## src/rtl/input_cond_pkg.sv

```systemverilog
// Shared constants and helpers for the input conditioner: debounce defaults
// and the counter-width calculation used by every channel.
package input_cond_pkg;

  localparam int DEBOUNCE_CYCLES_DEFAULT = 250000;
  localparam int DEBOUNCE_CYCLES_SIM     = 4;

  function automatic int cnt_width(input int cycles);
    return (cycles < 1) ? 1 : $clog2(cycles + 1);
  endfunction

endpackage

```

## src/rtl/input_conditioner_if.sv

```systemverilog
// Pin-side and CPU-side signal bundle of the input conditioner.
// The master side drives raw pins and clear strobes; the slave side is the conditioner.
interface input_conditioner_if #(
  parameter int WIDTH = 5
);

  logic [WIDTH-1:0] raw_in;
  logic [WIDTH-1:0] level;
  logic [WIDTH-1:0] rise;
  logic [WIDTH-1:0] fall;
  logic [WIDTH-1:0] pressed;
  logic [WIDTH-1:0] clr;

  modport master (
    output raw_in, clr,
    input  level, rise, fall, pressed
  );

  modport slave (
    input  raw_in, clr,
    output level, rise, fall, pressed
  );

endinterface

```

## src/rtl/input_conditioner_debounce_channel.sv

```systemverilog
// One input channel: two-flop synchroniser, debounce counter, clean level and
// registered single-cycle rise/fall pulses.
module debounce_channel
  import input_cond_pkg::*;
#(
  parameter int DEBOUNCE_CYCLES = DEBOUNCE_CYCLES_DEFAULT
) (
  input  logic clk,
  input  logic rst_n,
  input  logic raw_in,
  output logic level,
  output logic rise,
  output logic fall
);

  localparam int CW = cnt_width(DEBOUNCE_CYCLES);
  localparam logic [CW-1:0] TERM = CW'(DEBOUNCE_CYCLES - 1);

  logic          s1;
  logic          s2;
  logic [CW-1:0] cnt;

  always_ff @(posedge clk or negedge rst_n) begin
    if (!rst_n) begin
      s1    <= 1'b0;
      s2    <= 1'b0;
      cnt   <= '0;
      level <= 1'b0;
      rise  <= 1'b0;
      fall  <= 1'b0;
    end else begin
      s1   <= raw_in;
      s2   <= s1;
      rise <= 1'b0;
      fall <= 1'b0;
      // Any return to the current level restarts the count, so bounces never pass.
      if (s2 == level) begin
        cnt <= '0;
      end else if (cnt == TERM) begin
        level <= s2;
        cnt   <= '0;
        rise  <= s2;
        fall  <= ~s2;
      end else begin
        cnt <= cnt + CW'(1);
      end
    end
  end

endmodule

```

## src/rtl/input_conditioner.sv

```systemverilog
// Top of the input conditioner: WIDTH independent debounce channels plus the
// optional sticky pressed latch, built only when INPUT_COND_PRESS_LATCH_EN is defined.
module input_conditioner
  import input_cond_pkg::*;
#(
  parameter int WIDTH           = 5,
  parameter int DEBOUNCE_CYCLES = DEBOUNCE_CYCLES_DEFAULT
) (
  input logic                clk,
  input logic                rst_n,
  input_conditioner_if.slave bus
);

  logic [WIDTH-1:0] level_v;
  logic [WIDTH-1:0] rise_v;
  logic [WIDTH-1:0] fall_v;

  for (genvar i = 0; i < WIDTH; i++) begin : g_chan
    debounce_channel #(
      .DEBOUNCE_CYCLES(DEBOUNCE_CYCLES)
    ) u_chan (
      .clk   (clk),
      .rst_n (rst_n),
      .raw_in(bus.raw_in[i]),
      .level (level_v[i]),
      .rise  (rise_v[i]),
      .fall  (fall_v[i])
    );
  end

  assign bus.level = level_v;
  assign bus.rise  = rise_v;
  assign bus.fall  = fall_v;

`ifdef INPUT_COND_PRESS_LATCH_EN
  logic [WIDTH-1:0] pressed_q;

  // Set has priority over clear so a press arriving with a clear is not lost.
  always_ff @(posedge clk or negedge rst_n) begin
    if (!rst_n) begin
      pressed_q <= '0;
    end else begin
      pressed_q <= rise_v | (pressed_q & ~bus.clr);
    end
  end

  assign bus.pressed = pressed_q;
`else
  logic unused_clr;
  assign unused_clr  = ^bus.clr;
  assign bus.pressed = '0;
`endif

endmodule

```

## src/flat_wrapper.sv

```systemverilog
// flat-port wrapper written by rule: the top's interface ports become plain ports
module input_conditioner_flat import input_cond_pkg::*;
#(
  parameter int WIDTH           = 5,
  parameter int DEBOUNCE_CYCLES = DEBOUNCE_CYCLES_DEFAULT
)
  (clk, rst_n, bus_raw_in, bus_clr, bus_level, bus_rise, bus_fall, bus_pressed);
  input_conditioner_if #(.WIDTH(WIDTH)) bus_i ();
  input logic clk;
  input logic rst_n;
  input wire logic [$bits(bus_i.raw_in)-1:0] bus_raw_in;
  input wire logic [$bits(bus_i.clr)-1:0] bus_clr;
  output wire logic [$bits(bus_i.level)-1:0] bus_level;
  output wire logic [$bits(bus_i.rise)-1:0] bus_rise;
  output wire logic [$bits(bus_i.fall)-1:0] bus_fall;
  output wire logic [$bits(bus_i.pressed)-1:0] bus_pressed;
  assign bus_i.raw_in = bus_raw_in;
  assign bus_i.clr = bus_clr;
  assign bus_level = bus_i.level;
  assign bus_rise = bus_i.rise;
  assign bus_fall = bus_i.fall;
  assign bus_pressed = bus_i.pressed;
  input_conditioner #(.WIDTH(WIDTH), .DEBOUNCE_CYCLES(DEBOUNCE_CYCLES)) u_core (.clk(clk), .rst_n(rst_n), .bus(bus_i));
endmodule
```

## config.mk

```make
export PLATFORM = sky130hd
export DESIGN_NAME = input_conditioner_flat
export DESIGN_NICKNAME = d
export VERILOG_FILES = /design/src/rtl/input_cond_pkg.sv /design/src/rtl/input_conditioner_if.sv /design/src/rtl/input_conditioner_debounce_channel.sv /design/src/rtl/input_conditioner.sv /design/src/flat_wrapper.sv
export SDC_FILE = /design/constraint.sdc
export NUM_CORES = 1
export LEC_CHECK = 0
export ABC_AREA = 1
export ABC_CLOCK_PERIOD_IN_PS = 1700
export CORE_MARGIN = 4
export CORE_UTILIZATION = 50
export CTS_CLUSTER_DIAMETER = 60
export DETAILED_ROUTE_END_ITERATION = 12
export PLACE_DENSITY = 0.69
export SLEW_MARGIN = 30
export SYNTH_ARGS = -nofsm -noshare
export SYNTH_HDL_FRONTEND = slang
export SYNTH_HIERARCHICAL = 1
export SYNTH_SLANG_ARGS = --single-unit
```

## constraint.sdc

```tcl
create_clock -name clk -period 1.7 [get_ports clk]
set_input_delay 0.425 -clock clk [delete_from_list [all_inputs] [get_ports clk]]
set_output_delay 0.425 -clock clk [all_outputs]
set_load 0.02 [all_outputs]
```

==> flow_summary.toml <==
[synthesis]
yosysUniqueCellTypes = 24
avgSynthCellArea_um2 = 8.47
synthFlopType = "dfrtp_1"
synthCells = 711
synth_top_area_cell = "dfrtp_1"
yosysWarnings = 6
synth_common_cells = "135 x nor2_1, 115 x dfrtp_1, 115 x nand2_1"
ys_ff_latch = 115
synth_edf_count = 0
yosysSeqAreaShare_pct = 47.8
synth_top_area_share_pct = 47.8
ys_top_cells_by_area = "dfrtp_1 48%, nor2_1 8.4%, nand2_1 7.2%"
synthArstFlopShare_pct = 100
netlist_area_um2 = 6020
synth_most_common_cell = "nor2_1"

[sta]
min_period_ns = 1.61
fin_ws_ns = 0.0905
final-hold-violation-count = 0
finalSetupViolCount = 0
fin_crit_sh_pct = 94.7
slew_viol_final = 0
holdWs_ns = 0.346
fin_setup_tns_ns = 0
clock.fmax_mhz = 621
rsz0062_at_grt = "false"
finClkSkew_ns = 0.00380

[clock_tree]
clk_pin_slew_ns = 0.05
cts_tree = "done"
clock_sinks = 115
cts_buffer_depth = 2
numCtsBuffers = 17
clock_latency_ns = 0.41
cts_setup_buffers = 0
cts-root-buf = "clkbuf_16"
htree_levels = 4

[worst_setup_path]
cp_max_fo = 5
crit_slowest_cell = "dfrtp_1"
critical_path_class = "reg -> out"
crit_path_end_kind = "output pin"
worstPathCellList = "dlygate4sd2_1"
reg2reg_to = "u_core/g_chan[4].u_chan/cnt[9]$_DFF_PN0_"
critPathBufInv = 1
cp.required_ns = 1.27
cp-start-kind = "register"
crit_path_max_incr_delay_ns = 0.41
worst_r2r_path_depth = 6
cp.arrival_ns = 1.18
reg2reg_from = "u_core/g_chan[4].u_chan/cnt[0]$_DFF_PN0_"
crit_family = "flip-flops"
r2r_setup_slack_ns = 0.23
cp.depth = 1

[route]
routed_via_density = 5.11
dr.pass1.iters = 5
drc_errors = 0
vias = 4671
drt_iter0_markers = 263
wl_per_cell_um = 12.1
wirelength_mm = 11.1
ant_nets = 0

[power]
p_seq_share_pct = 41.3
clkPwrFrac_pct = 55.5
powerDensity_nw_per_um2 = 959
p_leak_nw = 3.21
intPower_mw = 5.43
switchingPower_mw = 1.37
vdd_drop_max_v = 0.000755
combPwrFrac_pct = 3.2
total_power_mw = 6.80
swShare_pct = 20.1

[global_routing]
met2_usage_pct = 28.7
grt_max_degree = 44
top_usage_layer = "met2"
gr-usage-all-layers_pct = 17.9
grt_pass1_wl_mm = 20.5
grt_overflow = 0
grt_pass1_vias = 4725
met3_usage_pct = 5.38
use_met1_pct = 22.1
antenna_found_initial = 0

[hold_path]
min_from = "u_core/g_chan[4].u_chan/s1$_DFF_PN0_"
hold_end = "u_core/g_chan[4].u_chan/s2$_DFF_PN0_"
hold_path.class = "reg -> reg"
whs_path_depth = 0

[final_layout]
final_cell_area_um2 = 7090
drive_gt1_share_pct = 16.9
nNetsFinal = 775
fillers = 1022
diodes = 0
syn_to_final_growth_pct = 17.7

[floorplan]
ios = 32
fp.coreArea_um2 = 11600
initial_core_util_pct = 51.9
die_h_um = 118
die_x_um = 118
fp.dieArea_um2 = 13900
num_rows = 39

[run]
drv_cap = 0

[placed_design]
dpl_worst_slack_ns = 0.219
io_buffers = 21
place_hpwl_mm = 8.05
gp_congestion = 0.914
postPlaceCellArea_um2 = 6460

[run_status]
status = "completed"
state kept, by name, indices dropped and copies added (netlist names):
signal                      flops
u_core/g_chan.u_chan/fall       5
u_core/g_chan.u_chan/rise       5
u_core/g_chan.u_chan/cnt       90
u_core/g_chan.u_chan/level      5
u_core/g_chan.u_chan/s1         5
u_core/g_chan.u_chan/s2         5
cells in the final DEF, fill, tap and decap left out, types with 6 or more instances in the layout:
cell type      synthesis  routed
o21ai_0               10      10
inv_1                 75      75
nand2_2               10      10
nor2_1               135     135
nand2_1              115     115
inv_2                 10      10
clkinv_2               0       7
nand3_1               55      55
nor3_1                25      25
nor2_4                30      30
clkbuf_16              0      17
a21oi_1               25      25
xnor2_1               15      15
nor2_2                20      20
xor2_1                20      20
buf_4                  5       6
nand2_4               10      10
dfrtp_1              115     115
dlygate4sd2_1          0      15
power groups by stage:
stage          Clock [mW]  Combinational [mW]  Sequential [mW]
2_1_floorplan           0               0.115             2.85
3_3_place_gp            0               0.216             2.85
3_5_place_dp            0               0.221             2.86
4_1_cts              3.85               0.224             2.81
5_1_grt              3.99               0.256             2.81
6_report             3.78               0.217             2.81
metrics by stage:
| step | std cells | utilization, % |
|---|---|---|
| after floorplan | 715 | - |
| after detailed placement | 881 | 55.7 |
| after global placement | 881 | 55.7 |
| after CTS | 914 | 61.1 |
| after global routing | 914 | 61.1 |
| final | 914 | 61.1 |
routing by layer:
metal	up-vias	share of wire (%)
met5	-	0
met4	0	1.5
met3	14	4.2
met2	80	49
met1	2256	45
li1	2321	-
how the worst max path moves through the flow:
stage                                               from                                        to  slack [ns]
2_1_floorplan   u_core/g_chan[0].u_chan/cnt[0]$_DFF_PN0_  u_core/g_chan[0].u_chan/cnt[9]$_DFF_PN0_        0.41
3_3_place_gp   u_core/g_chan[1].u_chan/level$_DFFE_PN0P_                              bus_level[1]        0.25
3_5_place_dp    u_core/g_chan[4].u_chan/cnt[0]$_DFF_PN0_  u_core/g_chan[4].u_chan/cnt[9]$_DFF_PN0_        0.22
4_1_cts        u_core/g_chan[0].u_chan/level$_DFFE_PN0P_                              bus_level[0]        0.05
5_1_grt        u_core/g_chan[0].u_chan/level$_DFFE_PN0P_                              bus_level[0]        0.02
6_report       u_core/g_chan[0].u_chan/level$_DFFE_PN0P_                              bus_level[0]        0.09
cells by family after synthesis:
logic type                 share of synthesized area [%]
and+or+nand+nor                                     34.6
DFF                                                 47.8
buffers and inverters                               5.92
AOI/OAI and AO/OA                                   5.51
xor gates and xnor gates                            5.09
adders and majority gates                           1.04
other                                             0.0623
area by class of cell:
type                            count  area (µm²)  share of cell area, %
Sequential cell                   115        2880                   40.6
Timing Repair Buffer               29         277                   3.90
Clock buffer                       21         480                   6.78
Tap cell                          143         179                   2.52
Multi-Input combinational cell    510        2800                   39.5
Inverter                           85         319                   4.50
Clock inverter                     11         155                   2.19
repair_timing:
item,in CTS,in global routing
hold endpoints to repair,8,0
hold buffers,1,0
setup endpoints to repair,15,0
resized for setup,15,0
Power figures use the tool's default switching activity.
